==> src/rtl/sram_pkg.sv <==
// Shared widths and the response record for the SKY130 32x512 SRAM port-0 adapter.
package sram_pkg;

  localparam int SRAM_ADDR_WIDTH = 9;
  localparam int SRAM_DATA_WIDTH = 32;
  localparam int SRAM_NUM_WMASKS = SRAM_DATA_WIDTH / 8;

  typedef struct packed {
    logic                       we;
    logic [SRAM_DATA_WIDTH-1:0] rdata;
  } sram_rsp_t;

endpackage

==> src/rtl/sram_rsp_fifo.sv <==
// Synchronous FIFO of sram_rsp_t; the head is presented combinationally and forced to zero when empty.
module sram_rsp_fifo
  import sram_pkg::*;
#(
  parameter  int DEPTH = 4,
  localparam int PTR_W = $clog2(DEPTH),
  localparam int CNT_W = PTR_W + 1
) (
  input  logic             clk,
  input  logic             rst,
  input  logic             push_i,
  input  sram_rsp_t        push_data_i,
  input  logic             pop_i,
  output sram_rsp_t        head_o,
  output logic [CNT_W-1:0] count_o,
  output logic             empty_o,
  output logic             full_o
);

  sram_rsp_t        mem_q [DEPTH];
  logic [PTR_W-1:0] wr_ptr_q, rd_ptr_q;
  logic [CNT_W-1:0] count_q;
  logic             push_en, pop_en;

  assign empty_o = (count_q == '0);
  assign full_o  = (count_q == CNT_W'(DEPTH));
  assign count_o = count_q;
  assign push_en = push_i && !full_o;
  assign pop_en  = pop_i && !empty_o;
  assign head_o  = empty_o ? '0 : mem_q[rd_ptr_q];

  always_ff @(posedge clk) begin
    if (rst) begin
      wr_ptr_q <= '0;
      rd_ptr_q <= '0;
      count_q  <= '0;
    end else begin
      if (push_en) wr_ptr_q <= wr_ptr_q + PTR_W'(1);
      if (pop_en)  rd_ptr_q <= rd_ptr_q + PTR_W'(1);
      case ({push_en, pop_en})
        2'b10:   count_q <= count_q + CNT_W'(1);
        2'b01:   count_q <= count_q - CNT_W'(1);
        default: count_q <= count_q;
      endcase
    end
  end

  // NOTE: storage has no reset; the pointers define validity and the head is gated by empty_o.
  always_ff @(posedge clk) begin
    if (push_en) mem_q[wr_ptr_q] <= push_data_i;
  end

endmodule

==> src/rtl/sram_port0_adapter.sv <==
// Valid/ready front-end for port 0 of the SKY130 32x512 SRAM: issue register (S1),
// read-data capture (S2), credit counter and an ordered response FIFO.
module sram_port0_adapter
  import sram_pkg::*;
#(
  parameter int ADDR_WIDTH = SRAM_ADDR_WIDTH,
  parameter int DATA_WIDTH = SRAM_DATA_WIDTH,
  parameter int NUM_WMASKS = SRAM_NUM_WMASKS,
  parameter int RSP_DEPTH  = 4
) (
  input  logic                  clk,
  input  logic                  rst,
  input  logic                  req_valid,
  output logic                  req_ready,
  input  logic                  req_we,
  input  logic [ADDR_WIDTH-1:0] req_addr,
  input  logic [DATA_WIDTH-1:0] req_wdata,
  input  logic [NUM_WMASKS-1:0] req_wmask,
  output logic                  rsp_valid,
  input  logic                  rsp_ready,
  output logic                  rsp_we,
  output logic [DATA_WIDTH-1:0] rsp_rdata,
  output logic                  sram_csb0,
  output logic                  sram_web0,
  output logic [NUM_WMASKS-1:0] sram_wmask0,
  output logic [ADDR_WIDTH-1:0] sram_addr0,
  output logic [DATA_WIDTH-1:0] sram_din0,
  input  logic [DATA_WIDTH-1:0] sram_dout0
);

  localparam int OUT_W = $clog2(RSP_DEPTH + 1);
  localparam int CNT_W = $clog2(RSP_DEPTH) + 1;

  logic                  csb_q, web_q;
  logic [NUM_WMASKS-1:0] wmask_q;
  logic [ADDR_WIDTH-1:0] addr_q;
  logic [DATA_WIDTH-1:0] din_q;
  logic                  s2_valid_q, s2_we_q;
  logic [OUT_W-1:0]      outstanding_q, outstanding_d;
  logic                  req_ready_q, req_ready_d;
  logic                  accept, pop;
  sram_rsp_t             push_data, head;
  logic [CNT_W-1:0]      fifo_count;
  logic                  fifo_empty, fifo_full;

  assign accept = req_valid && req_ready_q;
  assign pop    = rsp_valid && rsp_ready;

  // NOTE: every variable driven here gets a default first, so no path can infer a latch.
  always_comb begin
    outstanding_d = outstanding_q;
    if (accept && !pop)      outstanding_d = outstanding_q + OUT_W'(1);
    else if (!accept && pop) outstanding_d = outstanding_q - OUT_W'(1);
    req_ready_d = (outstanding_d < OUT_W'(RSP_DEPTH));
    push_data       = '0;
    push_data.we    = s2_we_q;
    push_data.rdata = s2_we_q ? '0 : sram_dout0;
  end

  // NOTE: state updates use non-blocking assignments so every register samples pre-edge values.
  always_ff @(posedge clk) begin
    if (rst) begin
      csb_q         <= 1'b1;
      web_q         <= 1'b1;
      wmask_q       <= '0;
      addr_q        <= '0;
      din_q         <= '0;
      s2_valid_q    <= 1'b0;
      s2_we_q       <= 1'b0;
      outstanding_q <= '0;
      req_ready_q   <= 1'b0;
    end else begin
      csb_q <= !accept;
      if (accept) begin
        web_q   <= !req_we;
        wmask_q <= req_wmask;
        addr_q  <= req_addr;
        din_q   <= req_wdata;
      end
      // The macro drives dout one cycle after it latches, so S2 trails S1 by exactly one cycle.
      s2_valid_q    <= !csb_q;
      s2_we_q       <= !web_q;
      outstanding_q <= outstanding_d;
      req_ready_q   <= req_ready_d;
    end
  end

  sram_rsp_fifo #(.DEPTH(RSP_DEPTH)) u_rsp_fifo (
    .clk        (clk),
    .rst        (rst),
    .push_i     (s2_valid_q),
    .push_data_i(push_data),
    .pop_i      (pop),
    .head_o     (head),
    .count_o    (fifo_count),
    .empty_o    (fifo_empty),
    .full_o     (fifo_full)
  );

  assign req_ready   = req_ready_q;
  assign rsp_valid   = !fifo_empty;
  assign rsp_we      = head.we;
  assign rsp_rdata   = head.rdata;
  assign sram_csb0   = csb_q;
  assign sram_web0   = web_q;
  assign sram_wmask0 = wmask_q;
  assign sram_addr0  = addr_q;
  assign sram_din0   = din_q;

  // Credits reserve a FIFO slot at accept time, so a push never meets a full FIFO.
  a_no_overflow: assert property (@(posedge clk) disable iff (rst) !(s2_valid_q && fifo_full));
  a_credit_sum: assert property (@(posedge clk) disable iff (rst)
    outstanding_q == OUT_W'(!csb_q) + OUT_W'(s2_valid_q) + OUT_W'(fifo_count));

endmodule

==> config.mk <==
export PLATFORM = sky130hd
export DESIGN_NAME = sram_port0_adapter
export DESIGN_NICKNAME = d
export VERILOG_FILES = /design/src/rtl/sram_pkg.sv /design/src/rtl/sram_rsp_fifo.sv /design/src/rtl/sram_port0_adapter.sv
export SDC_FILE = /design/constraint.sdc
export NUM_CORES = 1
export LEC_CHECK = 0
export CAP_MARGIN = 20
export CELL_PAD_IN_SITES_DETAIL_PLACEMENT = 1
export CELL_PAD_IN_SITES_GLOBAL_PLACEMENT = 2
export CORE_ASPECT_RATIO = 1.25
export CORE_UTILIZATION = 32
export DETAILED_ROUTE_END_ITERATION = 7
export MAX_ROUTING_LAYER = met4
export PLACE_DENSITY_LB_ADDON = 0.1
export SETUP_SLACK_MARGIN = 0.2
export SLEW_MARGIN = 40
export SYNTH_ARGS = -nofsm -noshare
export SYNTH_HDL_FRONTEND = slang
export SYNTH_SLANG_ARGS = --single-unit
==> constraint.sdc <==
create_clock -name clk -period 2.8 [get_ports clk]
set_input_delay 0.28 -clock clk [delete_from_list [all_inputs] [get_ports clk]]
set_output_delay 0.28 -clock clk [all_outputs]
set_load 0.005 [all_outputs]
# Word-level counts from Yosys, hierarchy flattened
# Memories as Yosys holds them, arrays and structs flattened. A register that Yosys moved wholly into a read port is not among the register bits.
# Index checks and enable logic that the tools add are counted.
[totals]
wordCells = 47
ff_bits = 60
ramBits = 132
memories = 1
input_bits = 82
[memory_table]
columns = ["memory", "words", "width", "read_ports", "rd_clocked_by_memory_dff", "write_ports", "line", "text"]
rows = [
  ["u_rsp_fifo.mem_q", 4, 33, 1, 1, 1, "sram_rsp_fifo.sv:20", "sram_rsp_t mem_q [DEPTH];"],
]
[op_classes]
mux = 9
n_reduce_logical = 15
order_cmp = 1
n_addsub = 6
n_eq_ne = 3
[op_table]
columns = ["cell", "n"]
rows = [
  ["two-way mux 33 bit", 1],
  ["two-way mux 32 bit", 1],
  ["zero test 1 bit", 7],
  ["adder 3 x 1 -> 3 bit, second input constant", 2],
  ["logical AND 1 bit", 6],
  ["two-way mux 3 bit", 2],
  ["case mux 3 bit (2 select lines)", 1],
  ["subtractor 3 x 1 -> 3 bit, second input constant", 2],
  ["adder 2 x 1 -> 2 bit, second input constant", 2],
  ["two-way mux 2 bit", 2],
  ["equality test 3 bit, second input constant", 1],
  ["zero test 3 bit", 1],
  ["< comparator 3 bit, second input constant", 1],
  ["equality test 2 x 1 -> 1 bit, second input constant", 1],
  ["equality test 2 bit, second input constant", 1],
  ["two-way mux 1 bit", 2],
  ["nonzero test 2 bit", 1],
]

# Depth between registers and ports, before layout
# Gate-level depths: netlist of the first run.
[logic_depth]
word_depth = 7
mapped_depth = 9
mapped_depth_nobuf = 9

# Modules after synthesis
# From an unflattened synthesis of the first run, not the netlist that was laid out.
[hier_totals]
hier_cells = 535
hier_area_um2 = 7622.3
[modules_own_cells]
columns = ["mod", "seq_area_each_um2", "n_inst", "cells_per_inst", "area_each_um2"]
rows = [
  ["sram_rsp_fifo", 4144.0, 1, 263, 5470.2],
  ["sram_port0_adapter", 1061.0, 1, 272, 2152.1],
]

# Worst setup path after synthesis of the first run
# OpenSTA, ideal clock, no wires.
[synth_path]
path_kind = "register -> register"
startpoint = "reg u_rsp_fifo.count_q[0] (netlist: u_rsp_fifo.count_o[0])"
endpoint = "mem u_rsp_fifo.mem_q[0][0] in the netlist's numbering, enable pin"
slack_ns = 0.725
required_ns = 2.407
setup_ns = 0.393
path_stages_with_launch = 4
t_arrival_ns = 1.682
path_cell_list = "dfxtp_1 -> inv_1 -> a31oi_4 -> and2_1"
[synth_via]
elab_chain_len = 5
[synth_lines]
columns = ["item", "line", "text"]
rows = [
  ["start: declaration", "sram_rsp_fifo.sv:22", "logic [CNT_W-1:0] count_q;"],
  ["start signal: assignment", "sram_rsp_fifo.sv:41", "2'b10: count_q <= count_q + CNT_W'(1);"],
  ["start signal: assignment", "sram_rsp_fifo.sv:42", "2'b01: count_q <= count_q - CNT_W'(1);"],
  ["start signal: assignment", "sram_rsp_fifo.sv:43", "default: count_q <= count_q;"],
  ["equality test 3 bit", "sram_rsp_fifo.sv:26", "assign full_o = (count_q == CNT_W'(DEPTH));"],
  ["zero test 1 bit", "sram_rsp_fifo.sv:28", "assign push_en = push_i && !full_o;"],
  ["logical AND 1 bit", "sram_rsp_fifo.sv:28", ""],
  ["two-way mux 1 bit", "sram_rsp_fifo.sv:50", "if (push_en) mem_q[wr_ptr_q] <= push_data_i;"],
  ["two-way mux 1 bit (implied by the code)", "sram_rsp_fifo.sv:50", ""],
  ["end: declaration", "sram_rsp_fifo.sv:20", ""],
]
# No other way between the ends.

==> results of run 1 <==
placed cells by master, fill, tap and decap left out, types with 2 or more instances in the layout:
master	n
sky130_fd_sc_hd__or3_1	2
sky130_fd_sc_hd__dfxtp_2	2
sky130_fd_sc_hd__inv_6	4
sky130_fd_sc_hd__clkbuf_16	18
sky130_fd_sc_hd__buf_4	9
sky130_fd_sc_hd__nand2b_1	3
sky130_fd_sc_hd__o21ai_0	5
sky130_fd_sc_hd__nor2_1	11
sky130_fd_sc_hd__clkinvlp_4	2
sky130_fd_sc_hd__mux4_2	30
sky130_fd_sc_hd__buf_12	3
sky130_fd_sc_hd__mux4_1	3
sky130_fd_sc_hd__diode_2	2
sky130_fd_sc_hd__xor2_1	3
sky130_fd_sc_hd__nand2_1	95
sky130_fd_sc_hd__nor2b_4	3
sky130_fd_sc_hd__dfxtp_1	59
sky130_fd_sc_hd__inv_8	4
sky130_fd_sc_hd__a21oi_1	52
sky130_fd_sc_hd__inv_1	13
sky130_fd_sc_hd__and2_2	4
sky130_fd_sc_hd__clkdlybuf4s50_1	162
sky130_fd_sc_hd__nor2b_1	62
sky130_fd_sc_hd__edfxtp_1	132
sky130_fd_sc_hd__ha_1	9
sky130_fd_sc_hd__clkinv_4	3
through the flow:
step / hold slack (ps) / setup WS [ps] / instances / area, um^2
finish: 359.2 / 299.7 / 998 / 10180
global route: 387.9 / 200.3 / 998 / 10180
CTS: 358.0 / 214.0 / 995 / 10150
detailed placement: 438.9 / 480.5 / 963 / 9580
global placement: 431.1 / 571.6 / 963 / 9578
floorplan: 395.5 / 725.2 / 531 / 7646
worst max-delay path by stage:
| stage | startpoint | to | slack, ps |
|---|---|---|---|
| final | register | rsp_we | 300 |
| after global routing | register | rsp_rdata[25] | 200 |
| after CTS | register | rsp_we | 210 |
| after detailed placement | rsp_ready | u_rsp_fifo.count_o[2]$_SDFFE_PP0P_ | 480 |
| after global placement | rsp_ready | u_rsp_fifo.count_o[2]$_SDFFE_PP0P_ | 570 |
| after floorplan | u_rsp_fifo.count_o[0]$_SDFFE_PP0P_ | u_rsp_fifo.mem_q[0][0]$_DFFE_PP_ | 730 |
power groups by stage:
stage	combinational (uW)	sequential, uW	clock, uW
final	1180	3230	2350
after global routing	1300	3240	2530
after CTS	1190	3230	2430
after detailed placement	1190	3290	0
after global placement	1170	3290	0
after floorplan	633	3270	0
routing by layer:
| metal | vias to the layer above | track usage, % |
|---|---|---|
| met4 | 0 | 6.044 |
| met2 | 142 | 25.50 |
| met1 | 2328 | 17.46 |
| met5 | - | - |
| li1 | 2216 | - |
| met3 | 27 | 4.056 |
synth_stat cells, drive strengths merged, types with 2 or more instances:
cell    instances  area, um^2
dfxtp          62        1241
xor2            3       26.28
nand2          95       356.6
or3             2       12.51
mux4           33       754.5
nand2b          3       18.77
a31oi           2       27.53
o21ai           5       25.02
a21oi          52       260.3
edfxtp        132        3964
inv            13       48.80
nor2b          65       429.2
buf            20       150.1
clkbuf         11       41.29
ha              9       112.6
nor2           11       41.29
and2            4       25.02
logic make-up (layout without fill, tap and decap cells):
family | Yosys count | after routing | synth area share, %
AND/OR/NAND/NOR | 184 | 184 | 12.08
flip-flops | 194 | 194 | 68.07
AO/OA/AOI/OAI | 61 | 61 | 4.484
adder cells (fa/ha/maj) | 10 | 10 | 1.735
multiplexers | 35 | 35 | 10.15
XOR/XNOR | 3 | 3 | 0.3437
buffers and inverters | 44 | 221 | 3.142
other | 0 | 2 | 0
cell type report:
cell class / instances / area (um^2)
antenna: 2 / 5.005
clock buffer: 18 / 429.2
clock inverter: 14 / 137.6
fill: 2362 / 13020
inverter: 13 / 48.80
multi-input combinational: 293 / 2206
sequential: 194 / 5211
tap: 288 / 360.3
timing repair buffer: 176 / 1779
sequential cells by signal, summed over array words and instances (netlist names), 2 cells and up, named ones only:
register             cells
u_rsp_fifo.rd_ptr_q      2
u_rsp_fifo.mem_q       132
sram_din0               32
sram_addr0               9
u_rsp_fifo.wr_ptr_q      2
u_rsp_fifo.count_o       3
sram_wmask0              4
outstanding_q            3
==> tab_implementation.tex, run 1 <==
\begin{tabular}{lr}
\hline
Metric & Value \\
\hline
\multicolumn{2}{l}{\textbf{CTS}} \\
\quad Number of buffers between clock root and the deepest sink & 2 \\
\quad Cell chosen for the clock root & sky130\_fd\_sc\_hd\_\_clkbuf\_16 \\
\quad H-tree level count & 4 \\
\quad Cells resized by post-CTS repair & 0 \\
\quad Hold-fix buffer count after cts & 0 \\
\quad TritonCTS sink count & 194 \\
\quad CTS tree & yes \\
\quad Buffers inserted during post-CTS setup optimization & 0 \\
\quad Clock latency at the later pin of the worst-skew pair & 430 ps \\
\quad Num CTS Buffers & 17 \\
\quad Worst-path clk slew & 70 ps \\
\multicolumn{2}{l}{\textbf{Die}} \\
\quad Floorplan die area & 24520 um\^{}2 \\
\quad Num rows & 62 \\
\quad Initial cell density of the core & 32.96\% \\
\quad Overall die height & 174.8 um \\
\quad I/O Pins & 164 \\
\quad Floorplan Core Area & 23190 um\^{}2 \\
\quad Width of the die & 140.3 um \\
\multicolumn{2}{l}{\textbf{Detailed routing}} \\
\quad Post-detailed-route count of antenna-violating nets & 0 \\
\quad Post-route DRC & 0 \\
\quad Detailed route wirelength on metal2 & 8.700 mm \\
\quad Highest routed layer & met4 \\
\quad Post-Route WL & 17.43 mm \\
\quad Via/cell ratio & 4.722 \\
\quad Via total after detailed routing & 4713 \\
\quad Drt initial violations & 237 \\
\quad Met1 WL & 7.372 mm \\
\quad First-pass detailed-route iteration total & 6 \\
\quad Met3 wire length & 1.019 mm \\
\quad Final routed wire length divided by cell count & 17.46 um \\
\multicolumn{2}{l}{\textbf{Synth}} \\
\quad Number of enable-type register cells in the synthesized netlist & 132 \\
\quad Number of distinct library cell variants in the gate-level netlist after synthesis & 32 \\
\quad Cell area after synthesis & 7646 um\^{}2 \\
\quad Avg Inst Size Synth & 14.40 um\^{}2 \\
\quad Number of flip-flops and latches in the synthesized netlist & 194 \\
\quad Mapped Cells & 531 \\
\quad Yosys warning count & 0 \\
\quad Total nets after synthesis & 623 \\
\quad Share of synthesized registers carrying an async set or reset & 0\% \\
\quad Portion of the post-synthesis area used by sequential elements & 68.07\% \\
\quad Dominant synthesized flop cell & sky130\_fd\_sc\_hd\_\_edfxtp\_1 \\
\multicolumn{2}{l}{\textbf{Power and ir drop}} \\
\quad Part of the total power dissipated in combinational logic & 17.4\% \\
\quad Overall power after layout & 6767 uW \\
\quad Maximum ir drop on the vdd rail & 422.1 uV \\
\quad Clock network power share & 34.8\% \\
\quad Part of the power in registers & 47.8\% \\
\quad Leakage & 0.003357 uW \\
\quad Share of total power consumed by net switching & 25.80\% \\
\quad Internal power & 5021 uW \\
\quad Net switching power & 1746 uW \\
\quad Power per standard cell area & 664.9 nW/um\^{}2 \\
\multicolumn{2}{l}{\textbf{Critical path}} \\
\quad Gate family responsible for the most delay along the worst path & buffers and inverters \\
\quad Setup slack, reg-to-reg & 640 ps \\
\quad Required @ worst endpoint & 2520 ps \\
\quad Classification of the worst setup path & reg -> out \\
\quad Number of cells on the critical path & 4 \\
\quad Startpoint of the worst-slack reg-to-reg timing path & u\_rsp\_fifo.count\_o[2]\$\_SDFFE\_PP0P\_ \\
\quad Startpoint class of the critical path & register \\
\quad Cell with the biggest individual delay on the critical path & sky130\_fd\_sc\_hd\_\_mux4\_1 \\
\quad Maximum fanout along the worst path & 17 \\
\quad Cells on worst reg2reg path & 8 \\
\quad Critical Path Max Stage Delay & 580 ps \\
\quad Worst EP arrival & 2220 ps \\
\quad Critical path cell sequence & buf\_12 -> mux4\_1 -> nor2b\_1 -> clkdlybuf4s50\_1 \\
\quad Reg-to-reg endpoint & u\_rsp\_fifo.count\_o[2]\$\_SDFFE\_PP0P\_ \\
\quad Endpoint kind of the worst setup timing path & primary output \\
\quad Number of buffer and inverter stages on the critical path & 2 \\
\multicolumn{2}{l}{\textbf{Global routing}} \\
\quad First-pass GRT wire length & 27.34 mm \\
\quad Maximum number of pins on one net before global-route repair & 47 \\
\quad Vias in the first global route & 5125 \\
\quad Antenna violations before repair & 2 \\
\quad Global-route congestion overflow total & 0 \\
\quad GRT Overall Usage & 15.28\% \\
\multicolumn{2}{l}{\textbf{Cells and area}} \\
\quad Ratio of cells with drive above 1 in the final layout & 12.57\% \\
\quad Share of the core filled with cells in the final layout & 43.88\% \\
\quad Final nets & 787 \\
\quad Area Growth Syn to Fin & 33.10\% \\
\multicolumn{2}{l}{\textbf{Worst hold path}} \\
\quad Worst hold path depth & 2 \\
\quad Hold path endpoint & u\_rsp\_fifo.count\_o[1]\$\_SDFFE\_PP0P\_ \\
\quad Type of the tightest min-delay check & in -> reg \\
\quad Hold Path Origin & rst \\
\multicolumn{2}{l}{\textbf{Place}} \\
\quad Port bufs & 163 \\
\quad Final weighted congestion in routability-driven placement & 0.6564 \\
\quad HPWL after detailed placement & 10.89 mm \\
\multicolumn{2}{l}{\textbf{STA}} \\
\quad Final Hold Viols & 0 \\
\quad Worst slew pin tran & 622.6 ps \\
\quad Final setup violating endpoints & 0 \\
\quad Period utilization & 89.30\% \\
\quad Achievable frequency & 400.0 MHz \\
\quad Final total negative setup slack & 0 ps \\
\quad Number of pins exceeding their max-slew limit in the final report & 0 \\
\quad Unrepaired setup endpoints after global routing & false \\
\quad Post-route minimum period & 2500 ps \\
\quad Slew Limit Headroom & 58.49\% \\
\quad Clock Skew & 8.909 ps \\
\multicolumn{2}{l}{\textbf{Status}} \\
\quad Result of the run & finished clean \\
\multicolumn{2}{l}{\textbf{Job}} \\
\quad Number of max-cap violations & 0 \\
\hline
\end{tabular}
Note: power is estimated with default switching activity, not from simulation.
==> run 2: changes to the inputs <==
CORE_MARGIN = 1.5   (was default)
==> run 2 against run 1 <==
Against the previous run: sequential cell count unchanged; first-iteration DRC count down 33%; register-to-register slack worse by 50 ps; via count increased by 0.17%; hold slack got worse by 71 ps; critical path type unchanged; sequential power about the same; global-route usage grew 0.67 points; clock power is 16% higher; wire length grew 4.9%; cell count grew 0.20%.
==> tab_implementation.tex, run 2 (same netlist as run 1, synthesis figures left out) <==
\begin{tabular}{lr}
\hline
Metric & Value \\
\hline
\multicolumn{2}{l}{\textbf{Status}} \\
\quad Result of the run & finished clean \\
\multicolumn{2}{l}{\textbf{Place}} \\
\quad Port bufs & 163 \\
\quad Final weighted congestion in routability-driven placement & 0.7319 \\
\quad HPWL after detailed placement & 11.44 mm \\
\multicolumn{2}{l}{\textbf{Die}} \\
\quad Overall die height & 175.8 um \\
\quad Floorplan Core Area & 23570 um\^{}2 \\
\quad Width of the die & 141.3 um \\
\quad I/O Pins & 164 \\
\quad Floorplan die area & 24840 um\^{}2 \\
\quad Num rows & 63 \\
\quad Initial cell density of the core & 32.44\% \\
\multicolumn{2}{l}{\textbf{Cells and area}} \\
\quad Final nets & 788 \\
\quad FILL cells & 2403 \\
\quad Register cell area after layout & 5214 um\^{}2 \\
\quad Share of the core filled with cells in the final layout & 43.87\% \\
\quad Multi-input gate area in the final layout & 2206 um\^{}2 \\
\quad Antenna Diode Count & 0 \\
\quad Area Growth Syn to Fin & 35.23\% \\
\quad Leading cell type in the layout, fill and taps excluded & sky130\_fd\_sc\_hd\_\_clkdlybuf4s50\_1 \\
\quad Number of flip-flops in the largest register & 132 \\
\quad Ratio of cells with drive above 1 in the final layout & 12.43\% \\
\quad Most frequent cells in the layout & sky130\_fd\_sc\_hd\_\_clkdlybuf4s50\_1, sky130\_fd\_sc\_hd\_\_edfxtp\_1, sky130\_fd\_sc\_hd\_\_nand2\_1 \\
\quad Register containing the most flip-flops in the final layout & u\_rsp\_fifo.mem\_q \\
\multicolumn{2}{l}{\textbf{STA}} \\
\quad Post-route minimum period & 2502 ps \\
\quad Unrepaired setup endpoints after global routing & false \\
\quad Final Hold Viols & 0 \\
\quad Number of pins exceeding their max-slew limit in the final report & 0 \\
\quad Final setup violating endpoints & 0 \\
\quad Slew Limit Headroom & 64.29\% \\
\quad Clock Skew & 6.951 ps \\
\quad Period utilization & 89.37\% \\
\quad Worst slew pin tran & 535.6 ps \\
\quad Achievable frequency & 399.6 MHz \\
\quad Final total negative setup slack & 0 ps \\
\multicolumn{2}{l}{\textbf{Critical path}} \\
\quad Cells on worst reg2reg path & 8 \\
\quad Cell with the biggest individual delay on the critical path & sky130\_fd\_sc\_hd\_\_mux4\_1 \\
\quad Startpoint class of the critical path & register \\
\quad Classification of the worst setup path & reg -> out \\
\quad Gate family responsible for the most delay along the worst path & buffers and inverters \\
\quad Reg-to-reg endpoint & u\_rsp\_fifo.count\_o[2]\$\_SDFFE\_PP0P\_ \\
\quad Setup slack, reg-to-reg & 590 ps \\
\quad Endpoint kind of the worst setup timing path & primary output \\
\quad Required @ worst endpoint & 2520 ps \\
\quad Worst EP arrival & 2220 ps \\
\quad Critical Path Max Stage Delay & 580 ps \\
\quad Critical path cell sequence & buf\_12 -> mux4\_1 -> nor2b\_1 -> clkdlybuf4s50\_1 \\
\quad Startpoint of the worst-slack reg-to-reg timing path & u\_rsp\_fifo.count\_o[2]\$\_SDFFE\_PP0P\_ \\
\quad Number of buffer and inverter stages on the critical path & 2 \\
\quad Maximum fanout along the worst path & 8 \\
\multicolumn{2}{l}{\textbf{CTS}} \\
\quad H-tree level count & 4 \\
\quad TritonCTS sink count & 194 \\
\quad Worst-path clk slew & 70 ps \\
\quad Num CTS Buffers & 17 \\
\quad Cell chosen for the clock root & sky130\_fd\_sc\_hd\_\_clkbuf\_16 \\
\quad CTS tree & yes \\
\quad Buffers inserted during post-CTS setup optimization & 0 \\
\quad Clock latency at the later pin of the worst-skew pair & 420 ps \\
\quad Number of buffers between clock root and the deepest sink & 2 \\
\multicolumn{2}{l}{\textbf{Detailed routing}} \\
\quad Final routed wire length divided by cell count & 18.28 um \\
\quad Drt initial violations & 159 \\
\quad Via/cell ratio & 4.721 \\
\quad Via total after detailed routing & 4721 \\
\quad Post-Route WL & 18.28 mm \\
\quad Post-detailed-route count of antenna-violating nets & 0 \\
\quad First-pass detailed-route iteration total & 4 \\
\quad Post-route DRC & 0 \\
\multicolumn{2}{l}{\textbf{Power and ir drop}} \\
\quad Part of the power in registers & 45.3\% \\
\quad Part of the total power dissipated in combinational logic & 16.7\% \\
\quad Maximum ir drop on the vdd rail & 396.6 uV \\
\quad Clock network power share & 38.0\% \\
\quad Share of total power consumed by net switching & 22.92\% \\
\quad Internal power & 5522 uW \\
\quad Net switching power & 1642 uW \\
\quad Leakage & 0.003416 uW \\
\quad Power per standard cell area & 692.9 nW/um\^{}2 \\
\multicolumn{2}{l}{\textbf{Worst hold path}} \\
\quad Hold Path Origin & rst \\
\quad Type of the tightest min-delay check & in -> reg \\
\quad Hold path endpoint & s2\_valid\_q\$\_SDFF\_PP0\_ \\
\quad Worst hold path depth & 2 \\
\multicolumn{2}{l}{\textbf{Global routing}} \\
\quad Global-route congestion overflow total & 0 \\
\quad GRT Overall Usage & 15.95\% \\
\quad Antenna violations before repair & 0 \\
\quad Maximum number of pins on one net before global-route repair & 48 \\
\quad Vias in the first global route & 5290 \\
\quad First-pass GRT wire length & 28.90 mm \\
\multicolumn{2}{l}{\textbf{Job}} \\
\quad Number of max-cap violations & 0 \\
\hline
\end{tabular}
[run 2: cell count changes in the layout (fill, tap and decap cells not counted), sizes merged]
cell / delta
buf: +1
bufinv: +6
clkbuf: -1
clkinvlp: +1
diode: -2
inv: -7
[run 2: power by group through the flow]
stage	registers (uW)	logic [uW]	clock network (uW)
floorplan	3270	633	0
global placement	3290	1170	0
detailed placement	3300	1200	0
CTS	3240	1220	2800
global route	3260	1320	2910
finish	3240	1200	2720
[run 2: worst max path at each step]
stage	cells past startpoint	end	slack, ps
3_3_place_gp	9	u_rsp_fifo.count_o[2]$_SDFFE_PP0P_	540
6_report	4	rsp_we	300
4_1_cts	4	rsp_we	210
2_1_floorplan	3	u_rsp_fifo.mem_q[0][0]$_DFFE_PP_	730
5_1_grt	4	rsp_we	200
3_5_place_dp	9	u_rsp_fifo.count_o[2]$_SDFFE_PP0P_	410
[run 2: timing repair]
action | 4_1_cts | 5_1_grt
hold buffers | 0 | 0
resized for setup | 2 | 0
gates cloned | 1 | 1
endpoints found under the hold margin | 0 | 0
setup endpoints to repair | 5 | 3
[run 2: per-stage QoR]
stage / area [um^2] / setup slack (ps) / hold WS (ps) / cells / total power, uW
after floorplan: 7646 / 725.2 / 395.5 / 531 / 3907
after global placement: 9620 / 541.4 / 403.2 / 967 / 4465
after detailed placement: 9623 / 408.1 / 404.5 / 967 / 4493
after CTS: 10310 / 213.0 / 369.0 / 999 / 7263
after global routing: 10340 / 200.1 / 292.8 / 1000 / 7494
final: 10340 / 297.7 / 287.7 / 1000 / 7164
[run 2: worst reg2reg max path: cells and delay by family (launching register included)]
| kind | cells | cell delay (ps) |
|---|---|---|
| compound gates | 2 | 380 |
| xor+xnor | 1 | 160 |
| fa+ha+maj | 2 | 580 |
| buf+inv | 2 | 160 |
| flops | 1 | 540 |
| simple gates | 1 | 320 |
[run 2: routing by layer]
layer  part of all wire (%)  wire, um  up-vias  global-route usage (%)
li1                       -         -     2210                       -
met1                     40      7394     2367                   17.73
met2                     51      9329      133                   26.78
met3                    7.5      1367       11                   5.834
met4                    1.0       187        0                   4.731
met5                      0         0        -                       -
[run 2: area by class of cell]
cell class                 instances  share of cell area (%)
sequential                       194                   50.42
multi-input combinational        293                   21.33
timing repair buffer             177                   17.86
clock buffer                      17                   4.114
tap                              292                   3.533
clock inverter                    14                   2.263
inverter                          13                  0.4719
==> run 3: changes to the inputs <==
SETUP_SLACK_MARGIN = default   (was 0.2)
SYNTH_HIERARCHICAL = 1   (was default)
==> run 3 against run 2 <==
Against the previous run: sequential share of layout area up 0.90 points; first-iteration DRC count down 5.7%; largest power group unchanged; critical path depth unchanged; largest cell class unchanged; die area down 0.30%; critical endpoint is now rsp_rdata[24]; highest routed layer unchanged; non-clock buffer count down 4; clock-buffer cell count up 1.
==> tab_implementation.tex, run 3 <==
\begin{tabular}{lr}
\hline
Metric & Value \\
\hline
\multicolumn{2}{l}{\textbf{Status}} \\
\quad Result of the run & finished clean \\
\multicolumn{2}{l}{\textbf{Detailed routing}} \\
\quad Post-Route WL & 17.26 mm \\
\quad First-pass detailed-route iteration total & 4 \\
\quad Via/cell ratio & 4.755 \\
\quad Final routed wire length divided by cell count & 17.28 um \\
\quad Post-route DRC & 0 \\
\quad Drt initial violations & 150 \\
\quad Post-detailed-route count of antenna-violating nets & 0 \\
\quad Via total after detailed routing & 4750 \\
\multicolumn{2}{l}{\textbf{Synth}} \\
\quad Cell area after synthesis & 7622 um\^{}2 \\
\quad Biggest area consumer among synthesized cells & sky130\_fd\_sc\_hd\_\_edfxtp\_1 \\
\quad Cell types occupying the most area after synthesis & sky130\_fd\_sc\_hd\_\_edfxtp\_1, sky130\_fd\_sc\_hd\_\_dfxtp\_1, sky130\_fd\_sc\_hd\_\_mux4\_2 \\
\quad Number of enable-type register cells in the synthesized netlist & 132 \\
\quad Most frequent cell after synthesis & sky130\_fd\_sc\_hd\_\_edfxtp\_1 \\
\quad Portion of the post-synthesis area used by sequential elements & 68.29\% \\
\quad Mapped Cells & 535 \\
\quad Yosys warning count & 6 \\
\quad Yosys top cell area share & 52.00\% \\
\quad Number of flip-flops and latches in the synthesized netlist & 194 \\
\quad Number of distinct library cell variants in the gate-level netlist after synthesis & 30 \\
\quad Dominant synthesized flop cell & sky130\_fd\_sc\_hd\_\_edfxtp\_1 \\
\quad Avg Inst Size Synth & 14.25 um\^{}2 \\
\quad Share of synthesized registers carrying an async set or reset & 0\% \\
\quad Most frequent cells after synthesis & sky130\_fd\_sc\_hd\_\_edfxtp\_1, sky130\_fd\_sc\_hd\_\_nand2\_1, sky130\_fd\_sc\_hd\_\_nor2b\_1 \\
\quad Total nets after synthesis & 627 \\
\multicolumn{2}{l}{\textbf{Global routing}} \\
\quad Global-route congestion overflow total & 0 \\
\quad Vias in the first global route & 5201 \\
\quad Maximum number of pins on one net before global-route repair & 48 \\
\quad GRT Overall Usage & 14.91\% \\
\quad Antenna violations before repair & 2 \\
\quad First-pass GRT wire length & 27.28 mm \\
\multicolumn{2}{l}{\textbf{STA}} \\
\quad Achievable frequency & 397.4 MHz \\
\quad Unrepaired setup endpoints after global routing & false \\
\quad Clock Skew & 14.28 ps \\
\quad WHS & 390.2 ps \\
\quad Final Hold Viols & 0 \\
\quad Final setup violating endpoints & 0 \\
\quad Worst slew pin tran & 763.9 ps \\
\quad Slew Limit Headroom & 49.07\% \\
\quad Number of pins exceeding their max-slew limit in the final report & 0 \\
\quad Final total negative setup slack & 0 ps \\
\quad Post-route minimum period & 2516 ps \\
\quad Period utilization & 89.86\% \\
\multicolumn{2}{l}{\textbf{CTS}} \\
\quad Hold-fix buffer count after cts & 0 \\
\quad Worst-path clk slew & 80 ps \\
\quad CTS tree & yes \\
\quad Num CTS Buffers & 17 \\
\quad H-tree level count & 4 \\
\quad Number of buffers between clock root and the deepest sink & 2 \\
\quad Buffers inserted during post-CTS setup optimization & 0 \\
\quad Cell chosen for the clock root & sky130\_fd\_sc\_hd\_\_clkbuf\_16 \\
\quad Clock latency at the later pin of the worst-skew pair & 430 ps \\
\quad TritonCTS sink count & 194 \\
\quad Cells resized by post-CTS repair & 0 \\
\multicolumn{2}{l}{\textbf{Worst hold path}} \\
\quad Hold Path Origin & req\_wdata[8] \\
\quad Worst hold path depth & 3 \\
\quad Hold path endpoint & sram\_din0[8]\$\_SDFFE\_PP0P\_ \\
\quad Type of the tightest min-delay check & in -> reg \\
\multicolumn{2}{l}{\textbf{Critical path}} \\
\quad Worst EP arrival & 2240 ps \\
\quad Maximum fanout along the worst path & 33 \\
\quad Startpoint of the worst-slack reg-to-reg timing path & u\_rsp\_fifo/count\_o[2]\$\_SDFFE\_PP0P\_ \\
\quad Classification of the worst setup path & reg -> out \\
\quad Cells on worst reg2reg path & 9 \\
\quad Critical Path Max Stage Delay & 540 ps \\
\quad Setup slack, reg-to-reg & 420 ps \\
\quad Gate family responsible for the most delay along the worst path & buffers and inverters \\
\quad Cell with the biggest individual delay on the critical path & sky130\_fd\_sc\_hd\_\_mux4\_2 \\
\quad Critical path cell sequence & buf\_12 -> mux4\_2 -> nor2b\_1 -> clkdlybuf4s50\_1 \\
\quad Endpoint kind of the worst setup timing path & primary output \\
\quad Required @ worst endpoint & 2520 ps \\
\quad Reg-to-reg endpoint & u\_rsp\_fifo/count\_o[2]\$\_SDFFE\_PP0P\_ \\
\quad Number of buffer and inverter stages on the critical path & 2 \\
\quad Startpoint class of the critical path & register \\
\multicolumn{2}{l}{\textbf{Place}} \\
\quad HPWL after detailed placement & 11.12 mm \\
\quad Final weighted congestion in routability-driven placement & 0.6967 \\
\quad Port bufs & 163 \\
\multicolumn{2}{l}{\textbf{Die}} \\
\quad Floorplan Core Area & 23190 um\^{}2 \\
\quad Num rows & 62 \\
\quad I/O Pins & 164 \\
\quad Initial cell density of the core & 32.86\% \\
\quad Overall die height & 175.6 um \\
\quad Width of the die & 141.0 um \\
\quad Floorplan die area & 24760 um\^{}2 \\
\multicolumn{2}{l}{\textbf{Power and ir drop}} \\
\quad Maximum ir drop on the vdd rail & 400.0 uV \\
\quad Net switching power & 1345 uW \\
\quad Power per standard cell area & 588.8 nW/um\^{}2 \\
\quad Internal power & 4633 uW \\
\quad Share of total power consumed by net switching & 22.50\% \\
\quad Part of the total power dissipated in combinational logic & 6.9\% \\
\quad Clock network power share & 40.5\% \\
\quad Part of the power in registers & 52.7\% \\
\quad Leakage & 0.003342 uW \\
\multicolumn{2}{l}{\textbf{Cells and area}} \\
\quad Register containing the most flip-flops in the final layout & u\_rsp\_fifo/mem\_q \\
\quad Leading cell type in the layout, fill and taps excluded & sky130\_fd\_sc\_hd\_\_clkdlybuf4s50\_1 \\
\quad Most frequent cells in the layout & sky130\_fd\_sc\_hd\_\_clkdlybuf4s50\_1, sky130\_fd\_sc\_hd\_\_edfxtp\_1, sky130\_fd\_sc\_hd\_\_nand2\_1 \\
\quad Share of the core filled with cells in the final layout & 43.77\% \\
\quad Ratio of cells with drive above 1 in the final layout & 12.13\% \\
\quad FILL cells & 2347 \\
\quad Number of flip-flops in the largest register & 132 \\
\quad Area Growth Syn to Fin & 33.21\% \\
\quad Final nets & 788 \\
\multicolumn{2}{l}{\textbf{Job}} \\
\quad Number of max-cap violations & 0 \\
\hline
\end{tabular}
[run 3: cells by family after synthesis]
logic type	after synthesis	share of synthesized area (%)
AOI/OAI and AO/OA	62	4.252
xor gates and xnor gates	3	0.3448
adders and majority gates	10	1.740
buffers and inverters	46	3.381
DFF	194	68.29
muxes	35	10.01
and+or+nand+nor	185	11.98
[run 3: final cells by class]
type / count / area, um^2 / area share (%)
Multi-Input combinational cell: 295 / 2165 / 21.32
Timing Repair Buffer: 173 / 1764 / 17.38
Antenna cell: 2 / 5.005 / 0.04929
Clock buffer: 18 / 429.2 / 4.227
Tap cell: 288 / 360.3 / 3.549
Inverter: 15 / 56.30 / 0.5545
Clock inverter: 14 / 162.7 / 1.602
Sequential cell: 194 / 5211 / 51.32
[run 3: metrics by stage]
stage | std cells | power (uW) | area [um^2] | setup slack, ps
floorplan | 535 | 3374 | 7622 | 475.6
global placement | 965 | 3620 | 9554 | 462.7
detailed placement | 965 | 3634 | 9557 | 363.0
CTS | 997 | 6084 | 10150 | 212.1
global route | 999 | 6224 | 10150 | 161.0
finish | 999 | 5978 | 10150 | 283.8
[run 3: how the worst max path moves through the flow]
stage | start | to | slack, ps | depth (start not counted)
after detailed placement | rsp_ready | u_rsp_fifo/count_o[2]$_SDFFE_PP0P_ | 360 | 11
after global routing | register | rsp_we | 160 | 4
after floorplan | u_rsp_fifo/count_o[1]$_SDFFE_PP0P_ | u_rsp_fifo/count_o[2]$_SDFFE_PP0P_ | 480 | 13
after global placement | rsp_ready | u_rsp_fifo/count_o[2]$_SDFFE_PP0P_ | 460 | 11
after CTS | register | rsp_rdata[26] | 210 | 4
final | register | rsp_rdata[24] | 280 | 4
[run 3: tightest hold or removal path: stages]
cell and delay, ps:
sky130_fd_sc_hd__clkdlybuf4s50_1 390, sky130_fd_sc_hd__nand2_1 60, sky130_fd_sc_hd__a21oi_1 50
[run 3: metal layers]
layer / GRT usage, % / vias to the layer above / wire length [um]
li1: - / 2221 / -
met1: 16.88 / 2382 / 7215
met2: 25.29 / 136 / 8788
met3: 5.125 / 11 / 1113
met4: 3.776 / 0 / 145
met5: - / - / 0
[run 3: power groups by stage]
stage          combinational, uW  clock [uW]  sequential (uW)
2_1_floorplan                169           0             3210
3_3_place_gp                 408           0             3210
3_5_place_dp                 420           0             3210
4_1_cts                      422        2510             3150
5_1_grt                      455        2620             3150
6_report                     412        2420             3150
